==> config.mk <==
export PLATFORM = sky130hd
export DESIGN_NAME = key_irq_ctrl
export DESIGN_NICKNAME = d
export VERILOG_FILES = /design/src/rtl/key_irq_ctrl.sv
export SDC_FILE = /design/constraint.sdc
export NUM_CORES = 1
export LEC_CHECK = 0
export ABC_AREA = 1
export CORE_UTILIZATION = 30
export DETAILED_ROUTE_END_ITERATION = 8
export GPL_TIMING_DRIVEN = 0
export PLACE_DENSITY = 0.53
export SYNTH_ARGS = -nofsm -noshare
export SYNTH_HDL_FRONTEND = slang
export SYNTH_SLANG_ARGS = --single-unit
==> constraint.sdc <==
create_clock -name clk -period 2.05 [get_ports clk]
set_input_delay 0.41 -clock clk [delete_from_list [all_inputs] [get_ports clk]]
set_output_delay 0.41 -clock clk [all_outputs]
set_load 0.03 [all_outputs]
==> src/rtl/key_irq_ctrl.sv <==
// key_irq_ctrl -- eight-key debouncer with a pending/mask interrupt block.
//
// The raw active-low key lines are synchronised and sampled once every
// TICK_DIV clocks. A key's debounced state flips only after STABLE_N
// consecutive ticks that all disagree with it. A debounced press (1->0)
// latches a pending bit. The pending bits are write-1-to-clear, are gated
// by a mask register, and drive a level interrupt.
//
// Ports
//   clk       in   1       system clock, rising edge
//   reset_n   in   1       asynchronous active-low reset
//   Addr      in   [31:2]  word address from the bus bridge
//   WE        in   1       write strobe
//   Din       in   32      write data (only [7:0] used)
//   Dout      out  32      combinational read data
//   user_key  in   8       raw asynchronous keys, 0 = pressed
//   irq       out  1       level interrupt, |(PEND & MASK)
//
// Register map (byte address {Addr,2'b00})
//   0x7F40 KEY  RO   debounced key state
//   0x7F44 PEND R/W1C pending press events
//   0x7F48 MASK R/W  interrupt enables
module key_irq_ctrl #(
  parameter int TICK_DIV = 20000,
  parameter int STABLE_N = 4
) (
  input  logic        clk,
  input  logic        reset_n,
  input  logic [31:2] Addr,
  input  logic        WE,
  input  logic [31:0] Din,
  output logic [31:0] Dout,
  input  logic [7:0]  user_key,
  output logic        irq
);

  localparam int TW = (TICK_DIV > 1) ? $clog2(TICK_DIV) : 1;
  // Counts never hold STABLE_N itself: reaching it settles and clears.
  localparam int SW = (STABLE_N > 1) ? $clog2(STABLE_N) : 1;

  localparam logic [29:0] A_KEY  = 30'h0000_1FD0;
  localparam logic [29:0] A_PEND = 30'h0000_1FD1;
  localparam logic [29:0] A_MASK = 30'h0000_1FD2;

  logic [7:0]    r_sync1;
  logic [7:0]    r_sync2;
  logic [TW-1:0] r_tick_cnt;
  logic [7:0]    r_deb;
  logic [SW-1:0] r_stab [8];
  logic [7:0]    r_pend;
  logic [7:0]    r_mask;

  logic          w_tick;
  logic [7:0]    w_diff;
  logic [7:0]    w_settle;
  logic [7:0]    w_press;
  logic [7:0]    w_clr;
  logic          w_sel_key;
  logic          w_sel_pend;
  logic          w_sel_mask;
  logic          w_unused_din;

  assign w_unused_din = ^Din[31:8];

  // Synchroniser stage; resets to "all released".
  always_ff @(posedge clk or negedge reset_n) begin
    if (!reset_n) begin
      r_sync1 <= 8'hFF;
      r_sync2 <= 8'hFF;
    end else begin
      r_sync1 <= user_key;
      r_sync2 <= r_sync1;
    end
  end

  // Sample tick generator stage.
  assign w_tick = (r_tick_cnt == TW'(TICK_DIV - 1));

  always_ff @(posedge clk or negedge reset_n) begin
    if (!reset_n) begin
      r_tick_cnt <= '0;
    end else if (w_tick) begin
      r_tick_cnt <= '0;
    end else begin
      r_tick_cnt <= r_tick_cnt + TW'(1);
    end
  end

  // A key settles when this tick is the STABLE_N-th consecutive disagreement.
  always_comb begin
    w_diff   = r_sync2 ^ r_deb;
    w_settle = 8'h00;
    for (int i = 0; i < 8; i++) begin
      w_settle[i] = w_tick & w_diff[i] & (r_stab[i] == SW'(STABLE_N - 1));
    end
    // Settling to 0 means the debounced key went 1->0: a press.
    w_press = w_settle & ~r_sync2;
  end

  // Debounce stage.
  always_ff @(posedge clk or negedge reset_n) begin
    if (!reset_n) begin
      r_deb <= 8'hFF;
      for (int i = 0; i < 8; i++) begin
        r_stab[i] <= '0;
      end
    end else if (w_tick) begin
      for (int i = 0; i < 8; i++) begin
        if (w_settle[i]) begin
          r_deb[i]  <= r_sync2[i];
          r_stab[i] <= '0;
        end else if (w_diff[i]) begin
          r_stab[i] <= r_stab[i] + SW'(1);
        end else begin
          r_stab[i] <= '0;
        end
      end
    end
  end

  // Register file stage.
  assign w_sel_key  = (Addr == A_KEY);
  assign w_sel_pend = (Addr == A_PEND);
  assign w_sel_mask = (Addr == A_MASK);
  assign w_clr      = (WE && w_sel_pend) ? Din[7:0] : 8'h00;

  always_ff @(posedge clk or negedge reset_n) begin
    if (!reset_n) begin
      r_pend <= 8'h00;
      r_mask <= 8'h00;
    end else begin
      // Set is ORed in after the clear so a coincident press survives.
      r_pend <= (r_pend & ~w_clr) | w_press;
      if (WE && w_sel_mask) begin
        r_mask <= Din[7:0];
      end
    end
  end

  always_comb begin
    Dout = 32'd0;
    if (w_sel_key) begin
      Dout = {24'd0, r_deb};
    end else if (w_sel_pend) begin
      Dout = {24'd0, r_pend};
    end else if (w_sel_mask) begin
      Dout = {24'd0, r_mask};
    end
  end

  assign irq = |(r_pend & r_mask);

endmodule
==> metrics, run 1 <==
status=complete, but fails checks; failing checks=setup timing; ant diodes=0; Worst Slack Setup Final=-102 ps; Reg-to-Reg End=r_deb[0]; hold-critical path endpoint=r_sync2[6]; Post-Syn Area=3820 um2; total core area=12200 um2; Synth cell types=33; max-cap viol count=0; Cell Area, Placed=4710 um2; Cell Pwr Density=619 nW/um2; Worst path slowest cell=buf_8; Cells after Synth=469; wirelength, routed=9.14 mm; drt wl/cell=12.2 um; Worst setup SP type=primary input; NumNets Final=659; final worst-path cycle share=1.05; #FFs+latches synth=71; CP Depth=11; Starting DRT DRC Count=170; Final min period=2150 ps; via count=3288; vias per cell=4.38; worst ir drop on vdd=0.000415 V; antenna violation net count after detailed routing=0; Buf/Inv on CP=3; worst hold stages=0; DIE AREA=13200 um2; GP Congestion=0.771; Final Setup Violations=8; yosys warns=0; CP max stage delay=200 ps; Worst Tran Pin Value=654 ps; Synth area leader=dfrtp_1; Worst Skew=9.31 ps; RR Startpoint=r_tick_cnt[0]; GRT Util Overall=0.144; Initial Utilization=0.313; RSZ-0062 raised after global routing=true; Rel. slew slack=0.564; commonest non-fill, non-tap cell in the layout=nand2_1; CTS Buffer Depth=2; worst skew pair latency=330 ps; DRC=0; Final Cell Area=5250 um2; Num CTS Buffers=9; CTS HTree Levels=3; area delta synth->final=37.5%; Synth top area share=0.308; pin count of the biggest net entering global routing=54; io pins=106; drt pass-1 iters=4; critical path data arrival time=1740 ps; min-delay src=r_sync1[6]; root buffer cell=clkbuf_16; CP max FO=7; die width=115 um; cell family with most CP delay=simple AND/OR/NAND/NOR gates; FP Rows=40; crit-path cells=clkdlybuf4s15_1 > nand2_2 > nor2_4 > nand2_2 > nor2_4 > nand3_4 > buf_8 > nand2_4 > nor2_4 > nor2_2 > buf_6; IO Port Bufs=57; post-synthesis sequential area ratio=0.473; max-slew violation count=0; CTS tree=yes; most frequent cells in the layout=nand2_1 (105), inv_1 (53), dfrtp_1 (47); Placed Instances=718; fmax=465 MHz; synthesized area per cell=8.14 um2; Crit path top cell by count=nor2_4; CP Data Required Time=1640 ps; Clock Sinks=71; Clock Pin Slew Worst Setup and Hold Paths=60 ps; largest cells by area after synthesis=dfrtp_1 (31%), dfstp_2 (17%), nand2_1 (12%), inv_1 (6.3%), nor2_1 (5.2%); filler cell count=1255; Hold WS=354 ps; fraction of layout cells with a size suffix above 1=0.308; DP HPWL=6.28 mm; Leak=2.57 nW; Reg2Reg Depth=9; Tightest Hold Check Type=reg2reg; antenna violations before repair=0; global route overflow=0; worst reg2reg setup slack=220 ps; Post-Layout Cell Count=750; WS Path Type=in2out; final-report hold violation count=0; first-pass GRT wire length=14.5 mm; crit end category=output port; vias in the first global route=3017; die height=115 um
==> logic make-up after synthesis <==
logic type,Yosys count,share of synthesized area
simple gates,244,0.292
buf+inv,97,0.124
flops,71,0.473
compound gates,33,0.0475
xor+xnor,14,0.0321
fa+ha+maj,9,0.0295
other cells,1,0.000982
==> Yosys cell counts <==
cell type,number
nor2_1,53
nand3_2,2
dfstp_2,24
nor3_4,2
nand2_1,117
a21oi_1,2
nand4_1,22
o21ai_1,14
or2_2,2
inv_2,1
nand3b_1,7
buf_4,26
a22o_1,1
buf_6,1
nor3_1,4
nor3_2,1
xor2_1,13
a221oi_1,2
ha_1,9
o211ai_1,1
nand3_1,26
clkbuf_1,1
and3b_1,1
xnor2_1,1
buf_2,4
inv_1,64
conb_1,1
dfrtp_1,47
nor2_4,2
nand2_2,2
nor2_2,3
o21ai_0,12
o21bai_1,1
==> worst max-delay path by stage <==
| stage | endpoint | slack [ps] | from |
|---|---|---|---|
| 2_1_floorplan | Dout[0] | 30 | Addr[17] |
| 3_3_place_gp | r_stab[12] | -1990 | reset_n |
| 3_5_place_dp | Dout[4] | -1130 | Addr[13] |
| 4_1_cts | Dout[7] | -120 | Addr[15] |
| 5_1_grt | Dout[6] | -200 | Addr[28] |
| 6_report | Dout[6] | -100 | Addr[6] |
==> metrics by stage <==
step	setup WS (ps)	util	power (mW)	TNS, ps
after floorplan	26.7	-	1.58	0
after global placement	-1990	0.384	1.71	-131330
after detailed placement	-1130	0.386	1.72	-10850
after CTS	-119	0.423	3.29	-705
after global routing	-195	0.430	3.38	-1320
final	-102	0.430	3.25	-535
==> where the power goes <==
| part | switching, mW | internal (mW) | total (mW) | leakage, nW |
|---|---|---|---|---|
| combinational | 0.139 | 0.116 | 0.255 | 1.58 |
| sequential | 0.0102 | 1.43 | 1.44 | 0.851 |
| clock | 0.579 | 0.975 | 1.55 | 0.142 |
| total | 0.727 | 2.52 | 3.25 | 2.57 |
==> registers in the layout, indices dropped and copies added, names as in the netlist <==
signal,count
r_deb,8
r_tick_cnt,15
r_pend,8
r_sync1,8
r_stab,16
r_mask,8
r_sync2,8
==> repair_timing <==
item / 4_1_cts / 5_1_grt
pin swaps: 43 / 15
cloned: 1 / 0
hold buffers: 1 / 0
hold endpoints to repair: 12 / 0
endpoints found under the setup margin: 9 / 9
setup buffers: 10 / 4
gates resized for setup: 187 / 26
==> per-layer routing <==
layer / GRT usage / routed length, um / up-vias
met5: 0 / 0 / -
met4: 0.0511 / 185 / 0
met3: 0.0269 / 646 / 13
met2: 0.225 / 4000 / 105
met1: 0.200 / 4310 / 1520
li1: - / - / 1650
==> cell type report <==
class | instances | area (um2) | share of cell area
flip-flops and latches | 71 | 1810 | 0.344
multi-input cells | 324 | 1770 | 0.337
repair buffers | 74 | 672 | 0.128
plain buffers | 32 | 244 | 0.0465
inverters | 65 | 244 | 0.0465
clock buffers | 11 | 243 | 0.0462
well taps | 168 | 210 | 0.0400
clock inverters | 5 | 58.8 | 0.0112
(Power assumes the default switching activity.)
==> inputs of run 2 (changes only) <==
--- a/config.mk
+++ b/config.mk
@@ -10,6 +10,7 @@
 export DETAILED_ROUTE_END_ITERATION = 8
 export GPL_TIMING_DRIVEN = 0
 export PLACE_DENSITY = 0.53
+export SLEW_MARGIN = 20
 export SYNTH_ARGS = -nofsm -noshare
 export SYNTH_HDL_FRONTEND = slang
 export SYNTH_SLANG_ARGS = --single-unit
==> results of run 2 <==
The final DEF is identical to that of run 1; final timing and power are the same.
==> inputs of run 3 (changes only) <==
--- a/config.mk
+++ b/config.mk
@@ -6,11 +6,12 @@
 export NUM_CORES = 1
 export LEC_CHECK = 0
 export ABC_AREA = 1
-export CORE_UTILIZATION = 30
+export CORE_UTILIZATION = 48
 export DETAILED_ROUTE_END_ITERATION = 8
 export GPL_TIMING_DRIVEN = 0
-export PLACE_DENSITY = 0.53
+export PLACE_DENSITY = 0.79
 export SLEW_MARGIN = 20
 export SYNTH_ARGS = -nofsm -noshare
 export SYNTH_HDL_FRONTEND = slang
 export SYNTH_SLANG_ARGS = --single-unit
+export TNS_END_PERCENT = 1
==> metrics, run 3 (synthesis results as in run 1) <==
fraction of layout cells with a size suffix above 1=0.309 (was 0.308); DIE AREA=8310 um2 (was 13200 um2); Final min period=2170 ps (was 2150 ps); global route overflow=0 (unchanged); Largest regs=r_stab x16, r_tick_cnt x15 (unchanged); antenna violation net count after detailed routing=0 (unchanged); Num CTS Buffers=9 (unchanged); worst ir drop on vdd=0.000436 V (was 0.000415 V); DP HPWL=6.08 mm (was 6.28 mm); GRT Util Overall=0.234 (was 0.144); drt pass-1 iters=5 (was 4); critical path data arrival time=1760 ps (was 1740 ps); crit-path cells=clkdlybuf4s15_1 > inv_1 > nand2_2 > nor2_2 > nand2_2 > nor2_4 > buf_4 > nand3_1 > nand2_2 > nor2_2 > nor2_2 > buf_6 (was clkdlybuf4s15_1 > nand2_2 > nor2_4 > nand2_2 > nor2_4 > nand3_4 > buf_8 > nand2_4 > nor2_4 > nor2_2 > buf_6); root buffer cell=clkbuf_8 (was clkbuf_16); commonest non-fill, non-tap cell in the layout=nand2_1 (unchanged); wirelength, routed=9.10 mm (was 9.14 mm); CP max stage delay=190 ps (was 200 ps); CTS tree=yes (unchanged); max-slew violation count=0 (unchanged); final worst-path cycle share=1.06 (was 1.05); clock group share of total power=0.380 (was 0.478); ant diodes=0 (unchanged); fmax=461 MHz (was 465 MHz); Tightest Hold Check Type=reg2reg (unchanged); most flop-heavy register=r_stab (unchanged); Sw Share=0.251 (was 0.224); Hold WS=356 ps (was 354 ps); P_sw=0.683 mW (was 0.727 mW); antenna violations before repair=0 (unchanged); Starting DRT DRC Count=187 (was 170); vias in the first global route=3328 (was 3017); DRC=0 (unchanged); Pwr Total=2.72 mW (was 3.25 mW); crit end category=output port (unchanged); CP max FO=6 (was 7); CTS Buffer Depth=2 (unchanged); FP Rows=32 (was 40); Worst setup SP type=primary input (unchanged); via count=3408 (was 3288); area delta synth->final=31.3% (was 37.5%); total core area=7730 um2 (was 12200 um2); GP Congestion=0.780 (was 0.771); Worst Tran Pin Value=694 ps (was 654 ps); Clock Pin Slew Worst Setup and Hold Paths=80 ps (was 60 ps); io pins=106 (unchanged); NumNets Final=659 (unchanged); RSZ-0062 raised after global routing=true (unchanged); Leak=2.51 nW (was 2.57 nW); Cell Pwr Density=543 nW/um2 (was 619 nW/um2); max-cap viol count=0 (unchanged); die height=91.2 um (was 115 um); vias per cell=4.98 (was 4.38); filler cell count=632 (was 1255); IO Port Bufs=57 (unchanged); Rel. slew slack=0.537 (was 0.564); power share of the sequential group=0.530 (was 0.444); Worst path slowest cell=nor2_4 (was buf_8); Initial Utilization=0.494 (was 0.313); Final Setup Violations=7 (was 8); die width=91.2 um (was 115 um); max FFs per register=16 (unchanged); CP Data Required Time=1640 ps (about the same); final-report hold violation count=0 (unchanged); pin count of the biggest net entering global routing=47 (was 54); worst skew pair latency=350 ps (was 330 ps); Worst Skew=8.89 ps (was 9.31 ps); CTS HTree Levels=3 (unchanged); status=complete, but fails checks (unchanged); Pint=2.04 mW (was 2.52 mW); drt wl/cell=13.3 um (was 12.2 um); most frequent cells in the layout=nand2_1 (107), inv_1 (58), dfrtp_1 (47) (was nand2_1 (105), inv_1 (53), dfrtp_1 (47)); Worst Slack Setup Final=-120 ps (was -102 ps); WS Path Type=in2out (unchanged); failing checks=setup timing (unchanged); Gate power share=0.091 (was 0.078); Clock Sinks=71 (unchanged); first-pass GRT wire length=15.1 mm (was 14.5 mm)
## run 3: repair_timing
item | CTS | global route
hold endpoints to repair | 20 | 0
pin swaps | 38 | 17
gates resized for setup | 189 | 17
hold buffers | 1 | 0
endpoints found under the setup margin | 9 | 9
gates cloned | 1 | 0
setup buffers | 12 | 2
## run 3: power groups by stage
stage / sequential [mW] / clock, mW / combinational [mW]
3_3_place_gp: 1.46 / 0 / 0.246
4_1_cts: 1.44 / 1.06 / 0.243
5_1_grt: 1.44 / 1.11 / 0.269
2_1_floorplan: 1.46 / 0 / 0.122
6_report: 1.44 / 1.03 / 0.246
3_5_place_dp: 1.47 / 0 / 0.257
## run 3: layout make-up
class,count,area (um2),share of cell area
Buffer,32,240,0.0479
Clock buffer,11,151,0.0302
Clock inverter,5,32.5,0.00649
Inverter,65,244,0.0487
Multi-Input combinational cell,324,1770,0.353
Sequential cell,71,1810,0.361
Tap cell,102,128,0.0255
Timing Repair Buffer,74,642,0.128
## run 3: per-stage QoR
stage	area (um2)	cells	util	setup TNS (ps)	setup WS (ps)
after global routing	5010	684	0.648	-1300	-194
after floorplan	3910	492	-	-30.6	-30.6
final	5010	684	0.648	-495	-120
after detailed placement	4630	652	0.599	-10510	-1080
after global placement	4600	651	0.596	-116530	-1780
after CTS	4960	682	0.641	-314	-83.3
## run 3: path summary, 6_finish.rpt
path	from	endpoint	slack, ps	depth (start not counted)
hold reg to reg	r_sync1[1]	r_sync2[1]	360	0
hold / removal	r_sync1[1]	r_sync2[1]	360	0
setup / recovery	Addr[5]	Dout[7]	-120	12
setup reg to reg	r_tick_cnt[0]	r_tick_cnt[13]	190	9
max in group asynchronous	reset_n	r_sync1[4]	930	3
min in group asynchronous	reset_n	r_stab[12]	510	2
## run 3: critical path, delay by kind of cell
| kind | cells | cell delay, ps |
|---|---|---|
| simple gates | 8 | 820 |
| buf+inv | 4 | 530 |
## run 3: routing by layer
layer / GRT usage / vias up / wire (um)
li1: - / 1655 / -
met1: 0.299 / 1592 / 3820
met2: 0.375 / 141 / 4360
met3: 0.0519 / 20 / 722
met4: 0.114 / 0 / 196
met5: 0 / - / 0
==> RTL edit, RTL diff (config.mk and constraints of run 2) <==
`STABLE_N`: 4 -> 8.
--- a/src/rtl/key_irq_ctrl.sv
+++ b/src/rtl/key_irq_ctrl.sv
@@ -24,3 +24,3 @@
   parameter int TICK_DIV = 20000,
-  parameter int STABLE_N = 4
+  parameter int STABLE_N = 8
 ) (
Formal check against the unedited RTL: no difference found for any inputs over 10 cycles, from zero or initial values and one cycle with reset_n low; that may be too few to reach the edited logic, so the function may still have changed.
==> RTL edit against run 2 <==
- final cell count rose by 7.1%
- final area up 8.9%
- largest power group unchanged
- sequential cell count up 8
- setup slack better by 0.011 ns
- sequential power is 11% higher
- sequential share of layout area rose by 0.68 points
- wire length rose by 9.7%
- total power up 11%
- synthesized cell count rose by 9.2%
- maximum frequency increased by 0.50%
- synthesized area increased by 11%
- the run still ends with negative setup slack left
- first-iteration DRC count is 34% lower
==> RTL edit: results <==
[status]
status = "finished with violations"
violations = "negative setup slack"

[place]
place_hpwl_mm = 6.915
postPlaceCellArea_mm2 = 0.005152
preCtsSetupSlack_ns = -1.184
globalplace.congestion = 0.7899
dp_cells = 773

[sta]
timing.hold.ws_ns = 0.04841
setup_viol = 8
layout_setup_ws_ns = -0.09132
fin_setup_tns_ns = -0.5074
slew_headroom = 0.6617
fin_skew_ns = 0.01010

[critical_path]
crit_path_max_incr_delay_ns = 0.18
reg2reg_depth = 8
cp_top_family = "simple AND/OR/NAND/NOR gates"
timing.rr.end = "r_deb[7]"
crit_fanout = 8
r2r_slack_ns = 0.28
cp_slowest_cell = "nor2_4"

[yosys]
synth_area_leaders = "dfrtp_1 32%, dfstp_2 15%, nand2_1 13%"
synthTopCellsByCount = "145 x nand2_1, 56 x nor2_1, 55 x dfrtp_1"
synth.avg_cell_area_um2 = 8.306
synth_cell_type_count = 30
ys_seq_area_frac = 0.4719

[global_routing]
grt_pass1_vias = 3559
grt_max_degree = 43
grtUsageMet3 = 0.02632
met1_usage = 0.1844
grt_pass1_wl_mm = 16.73
track_usage = 0.1477
use_met2 = 0.2482

[route]
wl_met3_um = 601
drtIter0Drc = 113
vias_per_cell = 4.360
routed.top_layer = "met4"
wl_met2_mm = 4.764
vias = 3501
wl_met1_mm = 4.495
routed_wl_mm = 10.03

[power_and_ir_drop]
vdd_drop_max_mv = 0.3671
p_leak_uw = 0.002800

[clock_network]
cts_buffers = 9
clock_latency_ns = 0.34

[cells_and_area]
nets = 708
regArea_mm2 = 0.002007
layout-drive-gt1-share = 0.3274
nFillCells = 1384
top_regs = "r_stab x24, r_tick_cnt x15"

[worst_hold_path]
hold_class = "input port to asynchronous set/reset pin"
==> RTL edit: cell types whose count changed in the layout (fill, tap and decap cells not counted), moves of 8 or more <==
cell	before	now
dfrtp_1	47	55
ha_1	9	17
inv_1	53	43
nand2_1	105	137
o21ai_0	12	2
o21ai_1	14	24
o21ai_2	0	8
==> RTL edit: report_power, final <==
group          internal [µW]  switching, µW  total (µW)
Sequential              1590           10.9        1600
Combinational            115            144         259
Clock                   1130            620        1750
Total                   2840            774        3610
==> RTL edit: worst max path at each step <==
| stage | slack, ns | startpoint | cells past startpoint | end |
|---|---|---|---|---|
| floorplan | 0.00004 | Addr[17] | 10 | Dout[5] |
| global placement | -2.36 | reset_n | 1 | r_stab[17] |
| detailed placement | -1.18 | Addr[12] | 11 | Dout[5] |
| CTS | -0.11 | Addr[15] | 12 | Dout[4] |
| global route | -0.21 | Addr[16] | 12 | Dout[0] |
| finish | -0.09 | Addr[31] | 12 | Dout[3] |
==> RTL edit: cell type report <==
type                            count  share of cell area
Buffer                             32             0.04399
Clock buffer                       13             0.04552
Tap cell                          180             0.03940
Sequential cell                    79              0.3511
Timing Repair Buffer               72              0.1132
Clock inverter                      3             0.01138
Multi-Input combinational cell    366              0.3574
Inverter                           58             0.03808
==> RTL edit: what timing repair did <==
item / 4_1_cts / 5_1_grt
endpoints found under the setup margin: 9 / 9
buffers inserted: 12 / 2
gates resized for setup: 193 / 28
cloned: 1 / 0
pin swaps: 43 / 28
==> RTL edit: cell families after synthesis <==
| logic type | Yosys count | synth area share |
|---|---|---|
| other | 1 | 0.0008818 |
| AOI/OAI and AO/OA | 39 | 0.05531 |
| xor gates and xnor gates | 17 | 0.03501 |
| adders and majority gates | 17 | 0.05001 |
| DFF | 79 | 0.4719 |
| buffers and inverters | 90 | 0.1071 |
| and+or+nand+nor | 269 | 0.2798 |
